===== config.mk =====
export PLATFORM = sky130hd
export DESIGN_NAME = ringbuffer_ctrl
export DESIGN_NICKNAME = d
export VERILOG_FILES = /design/src/rtl/ringbuffer_ctrl.sv
export SDC_FILE = /design/constraint.sdc
export NUM_CORES = 1
export LEC_CHECK = 0
export ABC_AREA = 1
export CAP_MARGIN = 20
export CORE_UTILIZATION = 42
export CTS_CLUSTER_SIZE = 28
export DETAILED_ROUTE_END_ITERATION = 10
export PLACE_DENSITY = 0.86
export SYNTH_ARGS = -nofsm -noshare
export SYNTH_HDL_FRONTEND = slang
export SYNTH_SLANG_ARGS = --single-unit
export TNS_END_PERCENT = 30

===== constraint.sdc =====
create_clock -name clock -period 2.2 [get_ports clock]
set_input_delay 0.22 -clock clock [delete_from_list [all_inputs] [get_ports clock]]
set_output_delay 0.22 -clock clock [all_outputs]
set_load 0.05 [all_outputs]

===== src/rtl/ringbuffer_ctrl.sv =====
// ringbuffer_ctrl
// ----------------------------------------------------------------------------
// FIFO controller for an external dual-port memory of 2^AW records of DW bits.
// The storage array lives outside this block; this block owns the write and
// read pointers, the fill level, and overflow accounting.
//
// Handshakes:
//   Upstream   : in_strobe pushes in_data for one cycle. There is no
//                backpressure. A push made while the memory is full is dropped
//                and recorded in overflow/drop_count.
//   Downstream : out_data is offered while out_valid=1. It is consumed at a
//                rising edge where out_valid=1 and out_ready=1. While
//                out_valid=1, out_data does not change.
//
// Ports:
//   clock, reset            : system clock; synchronous active-high reset
//   in_data, in_strobe      : push interface from the cycle decoder
//   out_data, out_valid,
//   out_ready               : valid/ready interface to the UART transmit stage
//   level                   : committed entries in memory; the holding register
//                             is not included
//   overflow, drop_count    : sticky drop flag; saturating count of drops
//   buf_write_*             : memory write port (combinational from inputs)
//   buf_read_*              : memory read port; buf_read_data is registered
//                             by the memory one cycle after a read-enabled edge
// ----------------------------------------------------------------------------
module ringbuffer_ctrl #(
  parameter int AW = 8,
  parameter int DW = 8
) (
  input  logic          clock,
  input  logic          reset,
  input  logic [DW-1:0] in_data,
  input  logic          in_strobe,
  output logic [DW-1:0] out_data,
  output logic          out_valid,
  input  logic          out_ready,
  output logic [AW:0]   level,
  output logic          overflow,
  output logic [7:0]    drop_count,
  output logic          buf_write_clock_enable,
  output logic [AW-1:0] buf_write_addr,
  output logic [DW-1:0] buf_write_data,
  output logic          buf_read_clock_enable,
  output logic [AW-1:0] buf_read_addr,
  input  logic [DW-1:0] buf_read_data
);

  localparam logic [AW:0] CAP = {1'b1, {AW{1'b0}}};

  typedef enum logic [1:0] {
    ST_IDLE  = 2'd0,
    ST_FETCH = 2'd1,
    ST_HOLD  = 2'd2
  } state_t;

  state_t        state_q;
  logic [AW-1:0] wptr_q, wptr_d;
  logic [AW-1:0] rptr_q;
  logic [AW:0]   count_q, count_d;
  logic          overflow_q, overflow_d;
  logic [7:0]    drop_q, drop_d;
  logic [DW-1:0] out_data_q;
  logic          out_valid_q;

  logic full;
  logic push_ok;
  logic push_drop;
  logic rd_issue;

  // Full is evaluated before this cycle's read issue. A push that arrives
  // while full is therefore dropped, even when a read is issued in the same
  // cycle.
  assign full      = (count_q == CAP);
  assign push_ok   = in_strobe & ~full & ~reset;
  assign push_drop = in_strobe & full & ~reset;
  // A read is issued only for entries counted at an earlier edge. The read
  // therefore never targets the address being written in the same cycle.
  assign rd_issue  = (state_q == ST_IDLE) & (count_q != '0) & ~reset;

  assign buf_write_clock_enable = push_ok;
  assign buf_write_addr         = wptr_q;
  assign buf_write_data         = in_data;
  assign buf_read_clock_enable  = rd_issue;
  assign buf_read_addr          = rptr_q;

  assign level      = count_q;
  assign overflow   = overflow_q;
  assign drop_count = drop_q;
  assign out_data   = out_data_q;
  assign out_valid  = out_valid_q;

  always_comb begin
    wptr_d     = wptr_q;
    count_d    = count_q;
    overflow_d = overflow_q;
    drop_d     = drop_q;
    if (push_ok) begin
      wptr_d = wptr_q + 1'b1;
    end
    unique case ({push_ok, rd_issue})
      2'b10:   count_d = count_q + 1'b1;
      2'b01:   count_d = count_q - 1'b1;
      default: count_d = count_q;
    endcase
    if (push_drop) begin
      overflow_d = 1'b1;
      if (drop_q != 8'hFF) begin
        drop_d = drop_q + 8'd1;
      end
    end
  end

  always_ff @(posedge clock) begin
    if (reset) begin
      state_q     <= ST_IDLE;
      wptr_q      <= '0;
      rptr_q      <= '0;
      count_q     <= '0;
      overflow_q  <= 1'b0;
      drop_q      <= 8'd0;
      out_data_q  <= '0;
      out_valid_q <= 1'b0;
    end else begin
      wptr_q     <= wptr_d;
      count_q    <= count_d;
      overflow_q <= overflow_d;
      drop_q     <= drop_d;
      unique case (state_q)
        ST_IDLE: begin
          if (rd_issue) begin
            rptr_q  <= rptr_q + 1'b1;
            state_q <= ST_FETCH;
          end
        end
        ST_FETCH: begin
          // The memory returns data for the read issued on the previous edge.
          out_data_q  <= buf_read_data;
          out_valid_q <= 1'b1;
          state_q     <= ST_HOLD;
        end
        ST_HOLD: begin
          if (out_ready) begin
            out_valid_q <= 1'b0;
            state_q     <= ST_IDLE;
          end
        end
        default: state_q <= ST_IDLE;
      endcase
    end
  end

endmodule


## Word-level counts from Yosys, hierarchy flattened

Cells that the tools add are included.

- Register bits after elaboration: 45
- Bits of input ports: 20
- Output and inout bits: 53
- Logic and storage cells: 43

- Add/subtract/negate cells: 5
- Eq/ne operators: 8
- Multiplexer cells: 6
- Bitwise gates (word level): 8
- Reduce and logical (&&, ||, !) cells: 8

Operators with widths:

| kind | number |
|---|---|
| $add 8x1->8 const B | 3 |
| $pmux 9 s2 | 1 |
| $add 9x1->9 const B | 1 |
| $eq 9x9->1 const B | 1 |
| $reduce_bool 9->1 | 1 |
| $sub 9x1->9 const B | 1 |
| $ne 8x8->1 const B | 1 |
| $reduce_and 2->1 | 4 |
| $and 1x1->1 | 6 |
| $pmux 2 s3 | 1 |
| $eq 2x1->1 const B | 2 |
| $eq 2x2->1 const B | 2 |
| $mux 2 | 2 |
| $ne 2x2->1 const B | 2 |
| $reduce_bool 2->1 | 2 |
| $logic_not 2->1 | 1 |
| $not 1->1 | 2 |
| $pmux 1 s2 | 1 |
| $mux 1 | 1 |

## Depth between registers and ports, before layout

Gate-level depths: netlist of run 1.

- Word-level depth: 6
- Depth in mapped cells: 18
- Mapped depth without buffers: 18

## Worst setup path before layout of run 1

No wires, ideal clock.

- Kind: reg-to-reg
- Start: register count_q[7] (netlist: level[7])
- End: register count_q[6] (netlist: level[6])
- Setup time: 0.115 ns
- Data arrival time: 2.774 ns
- Setup slack: -0.690 ns
- Cell stages (with the launch flop): 18
- Path buffers: 0
- Cells stage by stage: dfxtp_1 -> nor2_1 -> nand2_1 -> nor2_4 -> nand2_1 -> nand2_2 -> inv_4 -> ha_1 -> inv_1 -> fa_1 -> inv_1 -> nand2_1 -> nand2_1 -> nand2_1 -> o21ai_0 -> nor2_1 -> o21ai_0 -> inv_1

RTL lines:

| element | RTL line | text |
|---|---|---|
| start: declaration | 60 | `logic [AW:0] count_q, count_d;` |
| start signal: assignment | 126 | `count_q <= count_d;` |
| $reduce_bool 9->1 (*) | 79 | `assign rd_issue = (state_q == ST_IDLE) & (count_q != '0) & ~reset;` |
| $and 1x1->1 (*) (2 in series) | 79 |  |
| via buf_read_clock_enable | 44 | `output logic buf_read_clock_enable,` |
| $eq 2x1->1 / $eq 2x2->1 (equally long branches) | 101 | `unique case ({push_ok, rd_issue})` |
| $pmux 9 s2 / $reduce_bool 2->1 (equally long branches) | - |  |

The timed path passes the listed nets; every way through them passes the cells marked *.
A chain may end at the register's enable or synchronous reset.

## Final worst setup path of run 1

- Start: input port reset
- End: register count_q[6] (netlist: level[6])

- Word-level cells in the longest chain between the ends: 4

RTL lines:

| element | RTL line | text |
|---|---|---|
| start: declaration | 32 | `input logic reset,` |
| $not 1->1 | 75, 79 |  |
| $and 1x1->1 (on tied branches) | 79, 75 |  |
| $eq 2x1->1 / $eq 2x2->1 (equally long branches) | 101 |  |
| $pmux 9 s2 / $reduce_bool 2->1 (equally long branches) | - |  |

Parallel ways exist; a longest one is shown, timed or not.

==> flow_metrics.env, run 1 <==
export IMPL_critPathArrivalTime_ps=2520
export IMPL_p_leak_nw=1.538
export IMPL_synth_ff_type="dfxtp_1"
export IMPL_fmax_ghz=0.4292
export IMPL_fin_util_pct=64.80
export IMPL_dr_pass1_iters=4
export IMPL_grt_ovfl_total=0
export IMPL_cts_root_buf="clkbuf_8"
export IMPL_fin_skew_ps=6.699
export IMPL_cp_end_kind="flop"
export IMPL_grt_pass1_wl_um=9749
export IMPL_dp_hpwl_um=4237
export IMPL_grt_pass1_vias=2260
export IMPL_slew_headroom_pct=52.99
export IMPL_synth_compound_area_share_pct=12.04
export IMPL_yosys_top_cells_area="dfxtp_1, nand2_1, nor2_1, inv_1, ha_1"
export IMPL_setup_viol=3
export IMPL_synth_cells=347
export IMPL_period_share_pct=105.9
export IMPL_port_buffers=56
export IMPL_fin_total_pwr_mw=4.777
export IMPL_clkTransAtPathRegs_ps=80
export IMPL_worst_slack_ps=-130.0
export IMPL_r2r_slack_ps=-100
export IMPL_fin_crit_ps=2330
export IMPL_violations="negative setup slack"
export IMPL_synthAdderAreaFrac_pct=6.566
export IMPL_antenna_found_initial=0
export IMPL_synthMuxAreaShare_pct=0
export IMPL_synth_simple_gate_area_share_pct=29.60
export IMPL_design_core_area_um2=5507
export IMPL_vias=2558
export IMPL_post_drt_wl_per_cell_um=13.46
export IMPL_maxCapViolCount=0
export IMPL_insertion_delay_ps=300
export IMPL_ant_nets=0
export IMPL_numClockSinks=45
export IMPL_grt_max_degree=24
export IMPL_cts_tree="built"
export IMPL_totalWireLength_um=6730
export IMPL_core_rowCount=27
export IMPL_min_from="in_data[2]"
export IMPL_htreeDepth=2
export IMPL_fin_nets=459
export IMPL_clockBufferDepth=2
export IMPL_synth_nets=379
export IMPL_hold_class="in -> out"
export IMPL_synth_top_area_share_pct=37.52
export IMPL_hold_viol=0
export IMPL_synth_cell_area_um2=2401
export IMPL_rsz0062_at_grt="true"
export IMPL_status="finished with violations"
export IMPL_synth_edff_count=0
export IMPL_die_area_um2=6023
export IMPL_hold_end="buf_write_data[2]"
export IMPL_hold_buffers=0
export IMPL_max_slew_worst_pin_slew_ps=704.3
export IMPL_fillers=454
export IMPL_cp_start_kind="primary input"
export IMPL_synth_top_family_by_area="simple AND/OR/NAND/NOR gates"
export IMPL_drc=0
export IMPL_initial_core_util_pct=43.60
export IMPL_yosys_warnings=0
export IMPL_synth_seq_cells=45
export IMPL_synthXorXnorAreaFrac_pct=4.013
export IMPL_slew_viol_final=0
export IMPL_critPathKind="in -> reg"
export IMPL_seq_area_frac_synth_pct=37.52
export IMPL_grtUsageTotal_pct=19.89
export IMPL_post_synth_cell_area_avg_um2=6.919
export IMPL_drive_gt1_share_pct=21.73
export IMPL_die_h_um=77.61
export IMPL_synth_largest_area_cell="dfxtp_1"
export IMPL_peakVddDrop_v=0.0009354
export IMPL_ys_types=30
export IMPL_worst_r2r_cell_count=14
export IMPL_cts_buffers=5
export IMPL_globalplace_congestion=0.8326
export IMPL_hold_depth=0
export IMPL_r2r_start="state_q[1]$_SDFFE_PP0P_"
export IMPL_num_antenna_cells=0
export IMPL_p_per_area_nw_per_um2=1339
export IMPL_areaGrowthSynthToFinish_pct=48.62
export IMPL_path_max_fanout=6
export IMPL_synth_async_reset_ratio_pct=0
export IMPL_rr_endpoint="level[6]$_SDFFE_PP0P_"
export IMPL_via_per_inst=5.116
export IMPL_die_w_um=77.61
export IMPL_io_pins=73
export IMPL_first_iter_violations=127
export IMPL_required_ps=2390
-- cell families after synthesis --
logic type | after synthesis
adders and majority gates | 12
DFF | 45
and+or+nand+nor | 167
AOI/OAI and AO/OA | 55
xor gates and xnor gates | 11
buffers and inverters | 57
-- placed cells by master, fill, tap and decap left out, drive strengths merged, types with 11 or more instances in the layout --
cell           count
nor2              58
dfxtp             45
inv               43
clkdlybuf4s50     54
buf               32
ha                11
nand3             22
nand2             76
a21oi             26
o21ai             24
-- critical path: stages --
cell	delay, ps
clkdlybuf4s50_1	450
nor3_1	300
nand2_4	120
inv_8	70
ha_4	190
inv_2	60
fa_2	370
inv_1	60
nand2_1	60
nand2_2	110
nand2_2	80
o21ai_2	170
nor2_1	60
o21ai_1	130
inv_1	50
-- layout make-up --
type / instances / area [um^2] / area share, %
clock buffers: 7 / 97.59 / 2.735
clock inverters: 1 / 8.758 / 0.2454
inverters: 44 / 172.7 / 4.839
multi-input cells: 245 / 1450 / 40.64
flip-flops and latches: 45 / 932.1 / 26.12
well taps: 72 / 90.09 / 2.525
repair buffers: 86 / 817.0 / 22.90
-- metrics by stage --
step / instance area, um^2 / TNS, ps / hold WS, ps / worst slack (ps) / std cells
after floorplan: 2465 / -79.48 / 337.7 / -47.72 / 347
after global placement: 3229 / -839.4 / 440.5 / -242.2 / 485
after detailed placement: 3229 / -1370 / 440.5 / -315.6 / 485
after CTS: 3396 / -18.06 / 440.5 / -12.89 / 495
after global routing: 3568 / -989.2 / 440.1 / -240.4 / 500
final: 3568 / -287.3 / 440.0 / -130.0 / 500
-- power by group --
| part | leakage, nW | total [mW] | internal, mW | switching [mW] |
|---|---|---|---|---|
| registers | 0.373 | 1.17 | 1.03 | 0.148 |
| clock network | 0.0536 | 0.588 | 0.296 | 0.292 |
| logic | 1.11 | 3.01 | 1.22 | 1.80 |
| total | 1.54 | 4.78 | 2.54 | 2.24 |
-- metal layers --
layer,GRT usage [%],wire [um]
met4,8.491,181
met3,2.706,374
met1,24.69,2858
met5,0,0
met2,34.25,3316
-- what timing repair did --
| item | CTS | global route |
|---|---|---|
| gates resized for setup | 11 | 35 |
| pin swaps | 6 | 21 |
| setup buffers | 2 | 5 |
| setup endpoints to repair | 3 | 6 |
-- how the worst max path moves through the flow --
stage                             to             startpoint
4_1_cts        level[6]$_SDFFE_PP0P_  level[0]$_SDFFE_PP0P_
5_1_grt        level[8]$_SDFFE_PP0P_                  reset
2_1_floorplan  level[6]$_SDFFE_PP0P_  level[3]$_SDFFE_PP0P_
3_3_place_gp   level[6]$_SDFFE_PP0P_                  reset
6_report       level[6]$_SDFFE_PP0P_                  reset
3_5_place_dp   level[6]$_SDFFE_PP0P_                  reset
-- Yosys cell counts, types with 4 or more instances --
library cell,count
a21oi_1,26
buf_4,8
clkbuf_1,5
dfxtp_1,45
ha_1,11
inv_1,41
nand2_1,74
nand3_1,21
nor2_1,54
nor3_1,4
o21ai_0,23
xnor2_1,4
xor2_1,7
-- state kept, by name (all words and copies together) (netlist names) --
| signal | count |
|---|---|
| out_data | 8 |
| state_q | 2 |
| buf_read_addr | 8 |
| buf_write_addr | 8 |
| level | 9 |
| out_valid | 1 |
| overflow | 1 |
| drop_count | 8 |
Power figures use the tool's default switching activity.
==> run 2, diff against run 1 <==
--- a/config.mk
+++ b/config.mk
@@ -7,6 +7,7 @@
 export LEC_CHECK = 0
 export ABC_AREA = 1
 export CAP_MARGIN = 20
+export CORE_ASPECT_RATIO = 2
 export CORE_UTILIZATION = 42
 export CTS_CLUSTER_SIZE = 28
 export DETAILED_ROUTE_END_ITERATION = 10
==> run 2 against run 1 <==
The run still ends with negative setup slack left. Flip-flop and latch count is the same. Count of clock-buffer cells in the layout unchanged. Via count is 0.51% lower. First-iteration DRC count is 48% lower. Non-clock buffer count rose by 1. Critical path type is now reg -> reg. Critical endpoint is now level[8]$_SDFFE_PP0P_. Highest routed layer unchanged.
==> flow_metrics.env, run 2 (same netlist as run 1, synthesis figures left out) <==
export IMPL_status="finished with violations"
export IMPL_violations="negative setup slack"
export IMPL_max_slew_worst_pin_slew_ps=568.2
export IMPL_worst_slack_ps=-106.7
export IMPL_power_frac_clock_pct=10.9
export IMPL_first_iter_violations=66
export IMPL_grt_pass1_wl_um=10700
export IMPL_ant_nets=0
export IMPL_worst_r2r_cell_count=17
export IMPL_vias=2545
export IMPL_numClockSinks=45
export IMPL_insertion_delay_ps=300
export IMPL_num_antenna_cells=0
export IMPL_layout_common_cells="nand2_1, clkdlybuf4s50_1, nor2_1"
export IMPL_port_buffers=56
export IMPL_clockBufferDepth=2
export IMPL_path_max_fanout=6
export IMPL_grt_max_degree=23
export IMPL_dr_pass1_iters=4
export IMPL_post_drt_wl_per_cell_um=14.02
export IMPL_maxCapViolCount=0
export IMPL_combPwrFrac_pct=63.9
export IMPL_drc=0
export IMPL_r2r_start="level[4]$_SDFFE_PP0P_"
export IMPL_min_from="in_data[5]"
export IMPL_fin_util_pct=64.78
export IMPL_required_ps=2430
export IMPL_r2r_slack_ps=-110
export IMPL_hold_class="in -> out"
export IMPL_die_area_um2=6042
export IMPL_drive_gt1_share_pct=21.68
export IMPL_cp_end_kind="flop"
export IMPL_io_pins=73
export IMPL_clkTransAtPathRegs_ps=80
export IMPL_whs_ps=440.0
export IMPL_critPathArrivalTime_ps=2540
export IMPL_antenna_found_initial=0
export IMPL_setup_viol=3
export IMPL_hold_end="buf_write_data[5]"
export IMPL_critPathKind="reg -> reg"
export IMPL_dp_hpwl_um=4960
export IMPL_areaGrowthSynthToFinish_pct=47.52
export IMPL_rsz0062_at_grt="true"
export IMPL_slew_viol_final=0
export IMPL_die_w_um=55.47
export IMPL_die_h_um=108.9
export IMPL_rr_endpoint="level[8]$_SDFFE_PP0P_"
export IMPL_peakVddDrop_v=0.001144
export IMPL_grt_pass1_vias=2506
export IMPL_cts_buffers=5
export IMPL_fin_crit_ps=2307
export IMPL_final_common_cell="nand2_1"
export IMPL_period_share_pct=104.9
export IMPL_fin_skew_ps=9.345
export IMPL_largest_register_ffs=9
export IMPL_grtUsageTotal_pct=22.48
export IMPL_fmax_ghz=0.4335
export IMPL_fillers=430
export IMPL_cp_start_kind="flop"
export IMPL_htreeDepth=2
export IMPL_p_leak_nw=1.527
export IMPL_fin_nets=460
export IMPL_grt_ovfl_total=0
export IMPL_switching_power_mw=2.198
export IMPL_via_per_inst=5.204
export IMPL_design_core_area_um2=5468
export IMPL_totalWireLength_um=6856
export IMPL_core_rowCount=38
export IMPL_power_frac_seq_pct=25.2
export IMPL_hold_viol=0
export IMPL_hold_depth=0
export IMPL_cts_root_buf="clkbuf_8"
export IMPL_p_sw_share_pct=47.34
export IMPL_initial_core_util_pct=43.91
export IMPL_globalplace_congestion=0.8679
export IMPL_p_int_mw=2.445
export IMPL_slew_headroom_pct=62.00
export IMPL_p_per_area_nw_per_um2=1311
export IMPL_cts_tree="built"
[run 2: area by class of cell]
type                            count  area (um^2)  share of cell area, %
Multi-Input combinational cell    245         1454                  41.05
Clock inverter                      1        6.256                 0.1766
Sequential cell                    45        932.1                  26.32
Tap cell                           60        75.07                  2.119
Clock buffer                        7        76.32                  2.155
Inverter                           44        172.7                  4.875
Timing Repair Buffer               87        825.8                  23.31
[run 2: metal layers]
metal / up-vias / GRT usage [%] / part of all wire (%)
met4: 0 / 15.36 / 4.7
met2: 62 / 45.18 / 57
met3: 22 / 2.847 / 3.2
met1: 1188 / 20.01 / 35
met5: - / 0 / 0
li1: 1273 / - / -
[run 2: power groups by stage]
| stage | Sequential (mW) | Clock [mW] | Combinational [mW] |
|---|---|---|---|
| floorplan | 1.72 | 0 | 1.02 |
| finish | 1.17 | 0.507 | 2.97 |
| global placement | 1.14 | 0 | 2.45 |
| global route | 1.19 | 0.549 | 3.15 |
| detailed placement | 1.15 | 0 | 2.51 |
| CTS | 1.14 | 0.512 | 2.62 |
[run 2: stage by stage]
stage,instance area (um^2),instances,setup WS (ps),total power [mW],setup TNS (ps)
2_1_floorplan,2465,347,-47.72,2.738,-79.48
3_3_place_gp,3257,477,-185.0,3.599,-900.9
3_5_place_dp,3257,477,-340.7,3.658,-1713
4_1_cts,3398,485,-34.89,4.274,-53.84
5_1_grt,3542,489,-204.0,4.887,-747.6
6_report,3542,489,-106.7,4.643,-162.4
[run 2: timing repair]
item / 4_1_cts / 5_1_grt
pin swaps: 6 / 25
setup endpoints to repair: 5 / 6
hold buffers: 0 / 0
setup buffers: 0 / 4
gates resized for setup: 10 / 32
[run 2: critical path, stage by stage, from the launching register on]
cell and delay [ps]:
dfxtp_4 360, nor2_4 100, nand2_2 80, nor2_4 140, nand2_2 90, nand2_4 100
inv_8 40, ha_4 200, buf_12 150, ha_4 290, nand2_4 70, nor2_4 110
nand3_2 100, nand2_2 70, nand2_1 50, nand2_1 70, nand2_1 60, a21oi_2 160
[run 2: how the worst max path moves through the flow]
stage,slack (ps),from,to
6_report,-110,level[4]$_SDFFE_PP0P_,level[8]$_SDFFE_PP0P_
5_1_grt,-200,level[4]$_SDFFE_PP0P_,level[6]$_SDFFE_PP0P_
4_1_cts,-30,level[5]$_SDFFE_PP0P_,level[8]$_SDFFE_PP0P_
3_5_place_dp,-340,reset,level[6]$_SDFFE_PP0P_
3_3_place_gp,-180,reset,level[6]$_SDFFE_PP0P_
2_1_floorplan,-50,level[3]$_SDFFE_PP0P_,level[6]$_SDFFE_PP0P_
==> run 3, diff against run 2 <==
--- a/config.mk
+++ b/config.mk
@@ -11,6 +11,7 @@
 export CORE_UTILIZATION = 42
 export CTS_CLUSTER_SIZE = 28
 export DETAILED_ROUTE_END_ITERATION = 10
+export HOLD_SLACK_MARGIN = 0.1
 export PLACE_DENSITY = 0.86
 export SYNTH_ARGS = -nofsm -noshare
 export SYNTH_HDL_FRONTEND = slang
==> results of run 3 <==
Same layout as run 2: the final DEF is identical, and so are final timing and power.
